## src/rtl/reti_monitor_if.sv

```systemverilog
// Signal bundle between the CPU/decoder side and the RETI monitor.
// The master drives the CPU-side observations and the slave drives the monitor results.
interface reti_monitor_if;
    logic [13:0] irq_acc;
    logic        reti_exec;
    logic [15:0] pc;
    logic        irq_ret;
    logic        ret_all;
    logic [15:0] ret_pc;
    logic [3:0]  depth;
    logic        in_isr;
    logic [2:0]  err;

    modport master (
        output irq_acc, reti_exec, pc,
        input  irq_ret, ret_all, ret_pc, depth, in_isr, err
    );

    modport slave (
        input  irq_acc, reti_exec, pc,
        output irq_ret, ret_all, ret_pc, depth, in_isr, err
    );
endinterface

```

## src/rtl/reti_monitor.sv

```systemverilog
// Tracks interrupt nesting and pulses irq_ret a fixed delay after an accepted RETI.
// It also captures the resumed PC and keeps sticky protocol-error flags.
module reti_monitor #(
    parameter int unsigned RET_DELAY = 4
) (
    input  logic           clk,
    input  logic           rst_n,
    reti_monitor_if.slave  bus
);

    typedef enum logic [1:0] {
        IDLE = 2'd0,
        WAIT = 2'd1,
        RET  = 2'd2
    } state_t;

    localparam logic [3:0] DELAY = 4'(RET_DELAY);
    localparam logic [3:0] DEPTH_MAX = 4'd15;

    state_t      r_state;
    logic [3:0]  r_cnt;
    logic [3:0]  r_depth;
    logic [15:0] r_ret_pc;
    logic [2:0]  r_err;

    logic w_acc_nz;
    logic w_idle;
    logic w_accept;
    logic w_unmatched;
    logic w_overlap;
    logic w_depth_inc;
    logic w_depth_dec;

    assign w_acc_nz    = |bus.irq_acc;
    assign w_idle      = (r_state == IDLE);
    assign w_accept    = w_idle && bus.reti_exec && (r_depth != 4'd0);
    assign w_unmatched = w_idle && bus.reti_exec && (r_depth == 4'd0);
    assign w_overlap   = !w_idle && bus.reti_exec;
    // An entry coinciding with an accepted return cancels out, so depth holds.
    assign w_depth_inc = w_acc_nz && !w_accept;
    assign w_depth_dec = w_accept && !w_acc_nz;

    // NOTE: every register, including ret_pc, has a defined reset value because the
    // attestation logic may read it before the first return.
    always_ff @(posedge clk or negedge rst_n) begin
        if (!rst_n) begin
            r_state  <= IDLE;
            r_cnt    <= 4'd0;
            r_depth  <= 4'd0;
            r_ret_pc <= 16'h0000;
            r_err    <= 3'b000;
        end else begin
            // NOTE: non-blocking assignments so that every branch sees the pre-edge values.
            case (r_state)
                IDLE: begin
                    if (w_accept) begin
                        r_state <= WAIT;
                        r_cnt   <= 4'd1;
                    end
                end
                WAIT: begin
                    if (r_cnt == DELAY) begin
                        r_state  <= RET;
                        r_ret_pc <= bus.pc;
                    end else begin
                        r_cnt <= r_cnt + 4'd1;
                    end
                end
                RET: begin
                    r_state <= IDLE;
                    r_cnt   <= 4'd0;
                end
                default: begin
                    r_state <= IDLE;
                    r_cnt   <= 4'd0;
                end
            endcase

            if (w_depth_inc) begin
                if (r_depth == DEPTH_MAX) begin
                    r_err[1] <= 1'b1;
                end else begin
                    r_depth <= r_depth + 4'd1;
                end
            end else if (w_depth_dec) begin
                r_depth <= r_depth - 4'd1;
            end

            if (w_unmatched) begin
                r_err[0] <= 1'b1;
            end
            if (w_overlap) begin
                r_err[2] <= 1'b1;
            end
        end
    end

    assign bus.irq_ret = (r_state == RET);
    assign bus.ret_all = (r_state == RET) && (r_depth == 4'd0) && !w_acc_nz;
    assign bus.ret_pc  = r_ret_pc;
    assign bus.depth   = r_depth;
    assign bus.in_isr  = (r_depth != 4'd0);
    assign bus.err     = r_err;

endmodule

```

## src/flat_wrapper.sv

```systemverilog
// flat-port wrapper written by rule: the top's interface ports become plain ports
module reti_monitor_flat 
#(
    parameter int unsigned RET_DELAY = 4
)
  (clk, rst_n, bus_irq_acc, bus_reti_exec, bus_pc, bus_irq_ret, bus_ret_all, bus_ret_pc, bus_depth, bus_in_isr, bus_err);
  reti_monitor_if bus_i ();
  input  logic clk;
  input  logic rst_n;
  input wire logic [$bits(bus_i.irq_acc)-1:0] bus_irq_acc;
  input wire logic [$bits(bus_i.reti_exec)-1:0] bus_reti_exec;
  input wire logic [$bits(bus_i.pc)-1:0] bus_pc;
  output wire logic [$bits(bus_i.irq_ret)-1:0] bus_irq_ret;
  output wire logic [$bits(bus_i.ret_all)-1:0] bus_ret_all;
  output wire logic [$bits(bus_i.ret_pc)-1:0] bus_ret_pc;
  output wire logic [$bits(bus_i.depth)-1:0] bus_depth;
  output wire logic [$bits(bus_i.in_isr)-1:0] bus_in_isr;
  output wire logic [$bits(bus_i.err)-1:0] bus_err;
  assign bus_i.irq_acc = bus_irq_acc;
  assign bus_i.reti_exec = bus_reti_exec;
  assign bus_i.pc = bus_pc;
  assign bus_irq_ret = bus_i.irq_ret;
  assign bus_ret_all = bus_i.ret_all;
  assign bus_ret_pc = bus_i.ret_pc;
  assign bus_depth = bus_i.depth;
  assign bus_in_isr = bus_i.in_isr;
  assign bus_err = bus_i.err;
  reti_monitor #(.RET_DELAY(RET_DELAY)) u_core (.clk(clk), .rst_n(rst_n), .bus(bus_i));
endmodule
```

## config.mk

```make
export PLATFORM = sky130hd
export DESIGN_NAME = reti_monitor_flat
export DESIGN_NICKNAME = d
export VERILOG_FILES = /design/src/rtl/reti_monitor_if.sv /design/src/rtl/reti_monitor.sv /design/src/flat_wrapper.sv
export SDC_FILE = /design/constraint.sdc
export NUM_CORES = 1
export LEC_CHECK = 0
export BUFFER_PORTS_ARGS = -buffer_cell sky130_fd_sc_hd__buf_2
export CORE_UTILIZATION = 47
export DETAILED_ROUTE_END_ITERATION = 7
export PLACE_DENSITY = 0.82
export SYNTH_ARGS = -nofsm -noshare
export SYNTH_HDL_FRONTEND = slang
export SYNTH_SLANG_ARGS = --single-unit
export TNS_END_PERCENT = 30
```

## constraint.sdc

```tcl
create_clock -name clk -period 3.05 [get_ports clk]
set_input_delay 0.1525 -clock clk [delete_from_list [all_inputs] [get_ports clk]]
set_output_delay 0.1525 -clock clk [all_outputs]
set_load 0.005 [all_outputs]
```

After elaboration in Yosys (flattened, before gate mapping)
Index checks and enable logic that the tools add are counted.

Register bits after elaboration: 29. Input port bits: 33. Output and inout port bits: 26. Word-level logic and storage cells: 48.

Add/sub/neg operators: 3. Equality and inequality tests: 8. Muxes and demuxes: 9. Reductions and logical operators: 21.

Operators with widths (number): 4-bit two-way mux (5); 14-bit OR reduction (1); 2-bit AND reduction (5); 4-bit by 1-bit adder with 4-bit output, second input constant (2); 1-bit logical AND (8); 4-bit case mux with 2 select lines (1); 2-bit inequality test, second input constant (3); 4-bit by 3-bit equality test with 1-bit output, second input constant (1); 4-bit equality test, second input constant (1); 4-bit logical NOT (1); 2-bit two-way mux (2); 2-bit case mux with 2 select lines (1); 4-bit nonzero test (1); 4-bit by 1-bit subtractor with 4-bit output, second input constant (1); 1-bit logical NOT (3); 2-bit by 1-bit equality test with 1-bit output, second input constant (1); 2-bit equality test, second input constant (1); 2-bit logical NOT (1); 2-bit by 1-bit inequality test with 1-bit output, second input constant (1); 2-bit nonzero test (1).

Depth between registers and ports, before layout
Gate-level depths: netlist (run 1).

Word-level depth: 7. Gate-level depth with buffers: 10. Depth with buffers taken out: 9.

Least setup slack after synthesis (run 1)
Ideal clock, no wire load.

Path type: reg2reg. Start: register u_core.r_depth[0], in the netlist u_core.bus.depth[0]. End: register u_core.r_depth[3], in the netlist u_core.bus.depth[3]. Setup time: 0.099 ns. Data arrival time: 2.652 ns. Setup slack: 0.299 ns. Cell stages (with the launch flop): 11. Path through: dfrtp_1 or4_1 buf_6 nand3_4 nand2_1 ha_1 a21o_2 a21oi_1 nor3b_1 a211oi_1 a311oi_1.

Cells in the longest elaborated chain, start to end: 6. Elaborated cells on any way between the ends: 14. Classes of those cells: add/sub (2); eq/ne (2); mux (3); reduce/logical (7).

Ends and longest elaborated chain: start: declaration (line reti_monitor.sv:22) `logic [3:0] r_depth;`; start signal: assignment (line reti_monitor.sv:83) `r_depth <= r_depth + 4'd1;`; start signal: assignment (line reti_monitor.sv:86) `r_depth <= r_depth - 4'd1;`; 4-bit nonzero test *; net bus_in_isr (line flat_wrapper.sv:17) `output wire logic [$bits(bus_i.in_isr)-1:0] bus_in_isr;`; 1-bit logical AND * (line reti_monitor.sv:36) `assign w_accept = w_idle && bus.reti_exec && (r_depth != 4'd0);`; 1-bit logical NOT (line reti_monitor.sv:40) `assign w_depth_inc = w_acc_nz && !w_accept;`; 1-bit logical AND (line reti_monitor.sv:40); 2-bit inequality test (no line) / 2-bit nonzero test (equally long branches); 2-bit AND reduction (no line).

Mark *: on every way through the listed nets, which the timed path passes. The rest lies on a longest branch. The select of a mux whose other input is x is not followed. A chain may end at the register's enable or synchronous reset.

Worst setup path in the final report (run 1)
Start: register u_core.r_depth[0], in the netlist u_core.bus.depth[0]. End: register u_core.r_depth[3], in the netlist u_core.bus.depth[3].

Cells in the longest elaborated chain, start to end: 6. Elaborated cells on any way between the ends: 14. Classes of those cells: add/sub (2); eq/ne (2); mux (3); reduce/logical (7).

Ends and longest elaborated chain: parallel branches: the longest is 6 deep, another holds 4-bit by 1-bit subtractor with 4-bit output.

Parallel ways; which one is timed is not known. The select of a mux whose other input is x is not followed.

==> results.cfg, run 1 <==
[run_status]
status = finished with violations
violations = design-rule violations

[pwr]
peakVddDrop_mv = 0.617
p_leak_nw = 0.871
powerDensity_nw_per_um2 = 982

[timing]
worst_slack_ns = 0.229
finalHoldViolations = 0
timing.fmax_ghz = 0.355
tightest_slew_ns = 0.818
fin_setup_tns_ns = 0
drv_slew = 0
skew_ns = 0.00974
finalCritPeriodShare_pct = 92.5
maxSlewHeadroom_pct = 45.4
rsz0062_at_grt = no
setup_viol = 0
min_period_ns = 2.82

[worst_setup_path]
crit_cells = 10
crit_family = simple AND/OR/NAND/NOR gates
reg2regPathDepth = 10
critPathKind = register to register
slowest_delay_ns = 0.62
crit_arrival_ns = 3.03
crit_fanout = 7
worstPathCellList = or4_1 -> nand3_4 -> nand2_1 -> ha_1 -> a21o_2 -> a21oi_1 -> buf_4 -> a31oi_4 -> a211oi_1 -> a311oi_1
rrSetupSlack_ns = 0.23
critPathBufInv = 1
crit_required_ns = 3.26
startpoint_type = register
critPathSlowestCell = or4_1
rr_startpoint = u_core.bus.depth[0]
worstSetupEndpointType = register
r2r_end = u_core.bus.depth[3]

[cells_and_area]
area_delta_synth_final_pct = 28.7
nets = 217
antenna_cells = 0
n_fill_cell = 224
drive_gt1_share_pct = 48.9

[clock_tree]
cts_sinks = 29
cts_tree = done
root_buffer = clkbuf_4
cts_buffer_depth = 2
cts.reportedPaths.clkPinSlew_ns = 0.10
cts_resized = 0
htree_levels = 2
clk_latency_ns = 0.34
cts_buffers = 5

[synthesis]
yosys.area_share.simple_pct = 17.0
synthAdderAreaFrac_pct = 4.91
yosys_register_bits = 29
synth_top_family_by_area = simple AND/OR/NAND/NOR gates
yosysSeqAreaShare_pct = 50.8
ys_types = 38
yosysWarnings = 0
synthesis.area_um2 = 1430
synthTopCellsByArea = dfrtp_1, mux2_2, mux2_1
synth.avg_cell_area_um2 = 12.4
syn-instance-count = 115
synth_edf_count = 0
synth_common_cells = dfrtp_1, mux2_2, nand2_1
synthArstFlopShare_pct = 100
synth_xor_area_share_pct = 2.45
yosysTopAreaCellShare_pct = 50.8
synth_mux_area_share_pct = 12.6
synth_ff_type = dfrtp_1
yosysMostFrequentCell = dfrtp_1
synth_largest_area_cell = dfrtp_1
synth_nets = 153
synth-compound-area-share_pct = 9.20

[floorplanning]
start_util_pct = 50.9
io_pins = 59
fp.dieArea_um2 = 3260
rows = 19
core-area_um2 = 2810
fp.dieH_um = 57.1
die_w_um = 57.1

[route]
drc = 4
via_per_inst = 5.37
routed_wl_mm = 2.97
ant_nets = 0
drtIter0Drc = 19
drt-pass1-iter-count = 6
routedWlPerCell_um = 14.1
vias = 1133

[grt]
grt_max_degree = 30
antenna_found_initial = 0
grt_pass1_vias = 1182
grt_pass1_wl_mm = 5.13
grt.overflow.total = 0
grtUsageTotal_pct = 20.6

[placed_design]
hpwlAfterDp_mm = 2.23
preCtsSetupSlack_ns = 0.281
io_buffer_count = 58
place_congestion = 0.798

[job]
cap_viol_max_count = 0

[worst_hold_path]
worstHoldPathCells = 2
hp-class = input pin to register
whs_endpoint = u_core.bus.ret_pc[13]
hold_start = bus_pc[13]
-- worst max path at each step --
stage	startpoint	end	slack, ns
floorplan	u_core.bus.depth[0]	u_core.bus.depth[3]	0.30
global placement	u_core.bus.depth[0]	u_core.bus.depth[3]	0.42
detailed placement	u_core.bus.depth[0]	u_core.bus.depth[3]	0.28
CTS	u_core.bus.depth[0]	u_core.bus.depth[3]	0.25
global route	u_core.bus.depth[0]	u_core.bus.depth[3]	0.08
finish	u_core.bus.depth[0]	u_core.bus.depth[3]	0.23
-- placed cells by master, fill, tap and decap left out, drive strengths merged, types with 2 or more instances in the layout --
cell type | Yosys | layout
dfrtp | 29 | 29
mux2 | 16 | 16
clkbuf | 1 | 5
buf | 3 | 60
ha | 4 | 4
o21ai | 4 | 4
o21bai | 2 | 2
nand4 | 3 | 3
nand2 | 7 | 7
nor3 | 2 | 2
xnor2 | 3 | 3
nor4 | 4 | 4
a21o | 2 | 2
nand3b | 3 | 3
a21oi | 6 | 6
nor3b | 3 | 3
nor2 | 7 | 7
nand3 | 4 | 4
inv | 4 | 4
-- metal layers --
metal / vias up / global-route usage [%] / part of all wire (%)
li1: 543 / - / -
met4: 0 / 8.36 / 1.8
met2: 35 / 33.9 / 50
met1: 546 / 24.7 / 42
met5: - / 0 / 0
met3: 9 / 7.26 / 6.0
-- metrics by stage --
stage,area [um^2],power (mW),hold WS (ns),utilization [%],std cells
floorplan,1430,1.19,-0.143,-,115
global placement,1740,1.43,0.197,62.2,202
detailed placement,1740,1.49,0.220,62.2,202
CTS,1840,1.82,0.0174,65.5,211
global route,1840,1.95,0.0258,65.5,211
finish,1840,1.81,0.0326,65.5,211
-- registers in the layout, indices dropped and copies added (netlist names) --
signal,flops
u_core.bus.depth,4
u_core.bus.err,3
u_core.bus.ret_pc,16
u_core.r_cnt,4
u_core.r_state,2
-- area by class of cell --
| cell class | instances | area [um^2] | area share, % |
|---|---|---|---|
| repair buffers | 61 | 315 | 17.2 |
| clock buffers | 5 | 37.5 | 2.04 |
| clock inverters | 3 | 46.3 | 2.52 |
| well taps | 31 | 38.8 | 2.11 |
| multi-input cells | 78 | 659 | 35.9 |
| inverters | 4 | 15.0 | 0.817 |
| flip-flops and latches | 29 | 726 | 39.5 |
-- what timing repair did --
item / in CTS / in global routing
setup buffers: 0 / 0
endpoints found under the hold margin: 29 / 0
hold buffers: 1 / 0
setup endpoints to repair: 0 / 0
-- where the power goes --
| group | switching, mW | internal [mW] | leakage, nW | total (mW) |
|---|---|---|---|---|
| clock | 0.149 | 0.173 | 0.0414 | 0.322 |
| combinational | 0.341 | 0.411 | 0.492 | 0.753 |
| sequential | 0.167 | 0.564 | 0.337 | 0.731 |
-- cells by family (layout without fill, tap and decap cells) --
family	after synthesis	after routing
AO/OA/AOI/OAI	18	18
adder cells (fa/ha/maj)	5	5
multiplexers	16	16
XOR/XNOR	4	4
AND/OR/NAND/NOR	35	35
flip-flops	29	29
buffers and inverters	8	73
Power figures use the tool's default switching activity.
==> inputs of run 2 (changes only) <==
PLACE_DENSITY = unset   (was 0.82)
PLACE_DENSITY_LB_ADDON = 0.3   (was unset)
==> run 2 against run 1 <==
Net effect: the run still ends with design-rule violations left; register-to-register slack got worse by 0.06 ns; sequential power fell by 0.7%; count of clock-buffer cells in the layout unchanged; power grew 4.6%; clock skew decreased by 0.0013 ns; final cell count unchanged; critical endpoint unchanged.
==> results.cfg, run 2 (synthesized netlist as in run 1, its figures left out) <==
[run_status]
status = finished with violations
violations = design-rule violations

[pwr]
switching_share_pct = 34.5
p_total_mw = 1.89
p_clk_share_pct = 20.7
powerDensity_nw_per_um2 = 1020
p_int_mw = 1.24
p_leak_nw = 0.885
seqPwrFrac_pct = 38.4
switchingPower_mw = 0.652
combPwrFrac_pct = 40.8
peakVddDrop_mv = 0.531

[route]
drt-pass1-iter-count = 6
drc = 2
via_per_inst = 5.37
routedWlPerCell_um = 14.5
ant_nets = 0
routed_wl_mm = 3.05
vias = 1134
drtIter0Drc = 42

[clock_tree]
cts_sinks = 29
cts_buffer_depth = 2
cts_tree = done
clk_latency_ns = 0.33
cts_resized = 0
cts_buffers = 5
cts.reportedPaths.clkPinSlew_ns = 0.10
htree_levels = 2
root_buffer = clkbuf_4

[cells_and_area]
final_area_um2 = 1860
antenna_cells = 0
nets = 217
drive_gt1_share_pct = 48.9
final_common_cell = buf_2
postLayoutCoreUtil_pct = 66.2
mostFrequentLayoutCells = buf_2, dfrtp_1, mux2_2, nand2_1
largest_reg_flops = 16
area_delta_synth_final_pct = 30.1
layout.cells.non_filler = 211

[timing]
fin_setup_tns_ns = 0
drv_slew = 0
fin_hold_ws_ns = 0.0317
skew_ns = 0.00843
worst_slack_ns = 0.167
rsz0062_at_grt = no
tightest_slew_ns = 0.808
finalHoldViolations = 0
maxSlewHeadroom_pct = 46.1
finalCritPeriodShare_pct = 94.5
timing.fmax_ghz = 0.347
setup_viol = 0
min_period_ns = 2.88

[worst_setup_path]
worstSetupEndpointType = register
crit_fanout = 7
startpoint_type = register
crit_arrival_ns = 3.09
critPathKind = register to register
crit_required_ns = 3.26

[grt]
grt_max_degree = 30
antenna_found_initial = 0
grt_pass1_vias = 1164
grt.overflow.total = 0
grt_pass1_wl_mm = 5.13
grtUsageTotal_pct = 21.0

[placed_design]
placed_cells = 202
place_congestion = 0.753
io_buffer_count = 58
hpwlAfterDp_mm = 2.22
preCtsSetupSlack_ns = 0.281
place_area_um2 = 1740

[floorplanning]
fp.dieArea_um2 = 3260
core-area_um2 = 2810
fp.dieH_um = 57.1
die_w_um = 57.1
start_util_pct = 50.9
rows = 19
io_pins = 59

[job]
cap_viol_max_count = 0

[worst_hold_path]
hp-class = input pin to register
-- run 2: cell types whose count changed in the layout (fill, tap and decap cells not counted) --
cell	delta
bufinv_16	+1
clkinv_4	-1
clkinvlp_4	-1
clkinv_2	+1
-- run 2: cell type report --
| cell class | instances | area (um^2) |
|---|---|---|
| fill | 218 | 948 |
| clock buffer | 5 | 37.5 |
| multi-input combinational | 78 | 659 |
| sequential | 29 | 726 |
| tap | 31 | 38.8 |
| clock inverter | 3 | 65.1 |
| timing repair buffer | 61 | 315 |
| inverter | 4 | 15.0 |
-- run 2: critical path: stages, from the launching register on --
cell      delay, ns
dfrtp_1        0.47
or4_1          0.63
nand3_4        0.16
nand2_1        0.16
ha_1           0.35
a21o_2         0.23
a21oi_1        0.22
buf_4          0.17
a31oi_4        0.03
a211oi_1       0.27
a311oi_1       0.08
-- run 2: final timing paths --
path / slack [ns] / startpoint / end / depth (start not counted)
min: 0.03 / bus_pc[6] / u_core.bus.ret_pc[6] / 2
min in group asynchronous: 0.37 / rst_n / u_core.bus.depth[1] / 2
max: 0.17 / u_core.bus.depth[0] / u_core.bus.depth[3] / 10
min reg2reg: 0.47 / u_core.bus.err[2] / u_core.bus.err[2] / 1
max reg2reg: 0.17 / u_core.bus.depth[0] / u_core.bus.depth[3] / 10
max in group asynchronous: 2.25 / rst_n / u_core.r_state[1] / 2
-- run 2: metal layers --
| layer | up-vias | part of all wire [%] | routed length, um | global-route usage [%] |
|---|---|---|---|---|
| li1 | 553 | - | - | - |
| met1 | 540 | 41 | 1260 | 24.0 |
| met2 | 35 | 51 | 1550 | 35.6 |
| met3 | 6 | 5.8 | 178 | 7.48 |
| met4 | 0 | 2.2 | 68 | 9.06 |
| met5 | - | 0 | 0 | 0 |
-- run 2: power by group through the flow --
stage,registers [mW],logic (mW),clock network (mW)
floorplan,0.705,0.490,0
global placement,0.712,0.713,0
detailed placement,0.730,0.762,0
CTS,0.725,0.776,0.401
global route,0.756,0.844,0.417
finish,0.726,0.771,0.392
-- run 2: timing repair --
item,in CTS,in global routing
hold buffers,1,0
hold endpoints to repair,29,0
endpoints found under the setup margin,0,0
setup buffers,0,0
==> inputs of run 3 (changes only) <==
PLACE_DENSITY_LB_ADDON = 0.2   (was 0.3)
==> run 3 against run 2 <==
Net effect: critical endpoint unchanged; wire length fell by 6.9%; cell area decreased by 0.94%; non-clock buffer count is the same; final cell count stayed put; clock skew is 0.0029 ns lower; the run still ends with design-rule violations left; count of clock-buffer cells in the layout rose by 2; critical path depth stayed put; via count fell by 3.1%; first-iteration DRC count down 50%; combinational power is 4.5% lower; worst setup slack improved by 0.11 ns.
==> results.cfg, run 3 (synthesized netlist as in run 1, its figures left out) <==
[run_status]
status = finished with violations
violations = design-rule violations

[timing]
skew_ns = 0.00550
finalHoldViolations = 0
rsz0062_at_grt = no
setup_viol = 0
finalCritPeriodShare_pct = 91.0
maxSlewHeadroom_pct = 46.8
tightest_slew_ns = 0.797
drv_slew = 0
timing.fmax_ghz = 0.360
min_period_ns = 2.78
fin_setup_tns_ns = 0

[worst_setup_path]
crit_arrival_ns = 2.97
slowest_delay_ns = 0.61
rr_startpoint = u_core.bus.depth[0]
worstPathCellList = or4_1 -> nand3_4 -> nand2_1 -> ha_1 -> a21o_2 -> a21oi_1 -> buf_4 -> a31oi_4 -> a211oi_1 -> a311oi_1
startpoint = u_core.bus.depth[0]
crit_fanout = 7
startpoint_type = register
critPathKind = register to register
worstSetupEndpointType = register
rrSetupSlack_ns = 0.27
crit_path_end = u_core.bus.depth[3]
critPathSlowestCell = or4_1
crit_required_ns = 3.25
reg2regPathDepth = 10
r2r_end = u_core.bus.depth[3]

[placed_design]
hpwlAfterDp_mm = 2.10
place_congestion = 0.780
io_buffer_count = 58

[clock_tree]
cts_tree = done
cts_buffer_depth = 2
root_buffer = clkbuf_4
cts_resized = 0
cts_sinks = 29
postCtsHoldBufs = 1
clk_latency_ns = 0.32
htree_levels = 2
cts_setup_buffers = 0
cts.reportedPaths.clkPinSlew_ns = 0.09
cts_buffers = 5

[floorplanning]
fp.dieArea_um2 = 3260
rows = 19
fp.dieH_um = 57.1
start_util_pct = 50.9
die_w_um = 57.1
core-area_um2 = 2810
io_pins = 59

[grt]
grt_pass1_wl_mm = 4.61
grt_max_degree = 30
grt.overflow.total = 0
antenna_found_initial = 0
grtUsageTotal_pct = 18.7
grt_pass1_vias = 1051

[cells_and_area]
drive_gt1_share_pct = 48.3
area_delta_synth_final_pct = 28.8
largest_reg_flops = 16
antenna_cells = 0
nets = 217
n_fill_cell = 228
mostFrequentLayoutCells = buf_2, dfrtp_1, mux2_2, nand2_1
final_common_cell = buf_2

[pwr]
peakVddDrop_mv = 0.504
p_total_mw = 1.79
powerDensity_nw_per_um2 = 971
p_leak_nw = 0.875

[route]
dr.max_layer_used = met4
wl_met1_mm = 1.26
ant_nets = 0
via_per_inst = 5.21
drtIter0Drc = 21
drc = 2
vias = 1099
routed_wl_mm = 2.84
routedWlPerCell_um = 13.5
drt-pass1-iter-count = 6
dr_wl_met2_mm = 1.45
wl_met3_um = 126

[job]
cap_viol_max_count = 0

[worst_hold_path]
hp-class = input pin to register
run 3: changes by cell type in the layout (fill, tap and decap cells not counted), sizes merged:
cell | before | now
clkbuf | 5 | 7
bufinv | 2 | 1
clkinv | 1 | 0
run 3: per-layer routing:
layer / vias to the layer above / global-route usage, %
li1: 539 / -
met1: 533 / 23.8
met2: 25 / 30.8
met3: 2 / 6.80
met4: 0 / 4.18
met5: - / 0
run 3: layout make-up:
class,count,area (um^2),share of cell area [%]
multi-input cells,78,659,35.9
clock inverters,1,30.0,1.63
clock buffers,7,55.1,2.99
flip-flops and latches,29,726,39.5
repair buffers,61,315,17.1
well taps,31,38.8,2.11
inverters,4,15.0,0.816
run 3: critical path: cells and delay by family, from the launching register on:
family,cells,cell delay (ns)
compound gates,5,0.80
fa+ha+maj,1,0.30
buf+inv,1,0.17
flops,1,0.46
simple gates,3,0.91
run 3: worst min-delay path by stage:
| stage | from | to | depth (start not counted) |
|---|---|---|---|
| 2_1_floorplan | rst_n | u_core.bus.depth[0] | 0 |
| 3_3_place_gp | rst_n | u_core.r_cnt[0] | 1 |
| 3_5_place_dp | rst_n | u_core.r_cnt[0] | 1 |
| 4_1_cts | bus_pc[6] | u_core.bus.ret_pc[6] | 2 |
| 5_1_grt | bus_pc[6] | u_core.bus.ret_pc[6] | 2 |
| 6_report | bus_pc[6] | u_core.bus.ret_pc[6] | 2 |
run 3: report_power, final:
part | switching (mW) | internal, mW | leakage [nW]
clock | 0.133 | 0.196 | 0.0455
sequential | 0.157 | 0.564 | 0.337
combinational | 0.326 | 0.410 | 0.492
total | 0.616 | 1.17 | 0.875
run 3: per-stage QoR:
step | hold slack, ns | util [%] | instance area [um^2] | cells | worst slack, ns
final | 0.0399 | 65.6 | 1840 | 211 | 0.275
after CTS | 0.0296 | 65.6 | 1840 | 211 | 0.256
after global routing | 0.0323 | 65.6 | 1840 | 211 | 0.0985
after floorplan | -0.143 | - | 1430 | 115 | 0.299
after global placement | 0.208 | 62.2 | 1740 | 202 | 0.411
after detailed placement | 0.208 | 62.2 | 1740 | 202 | 0.279
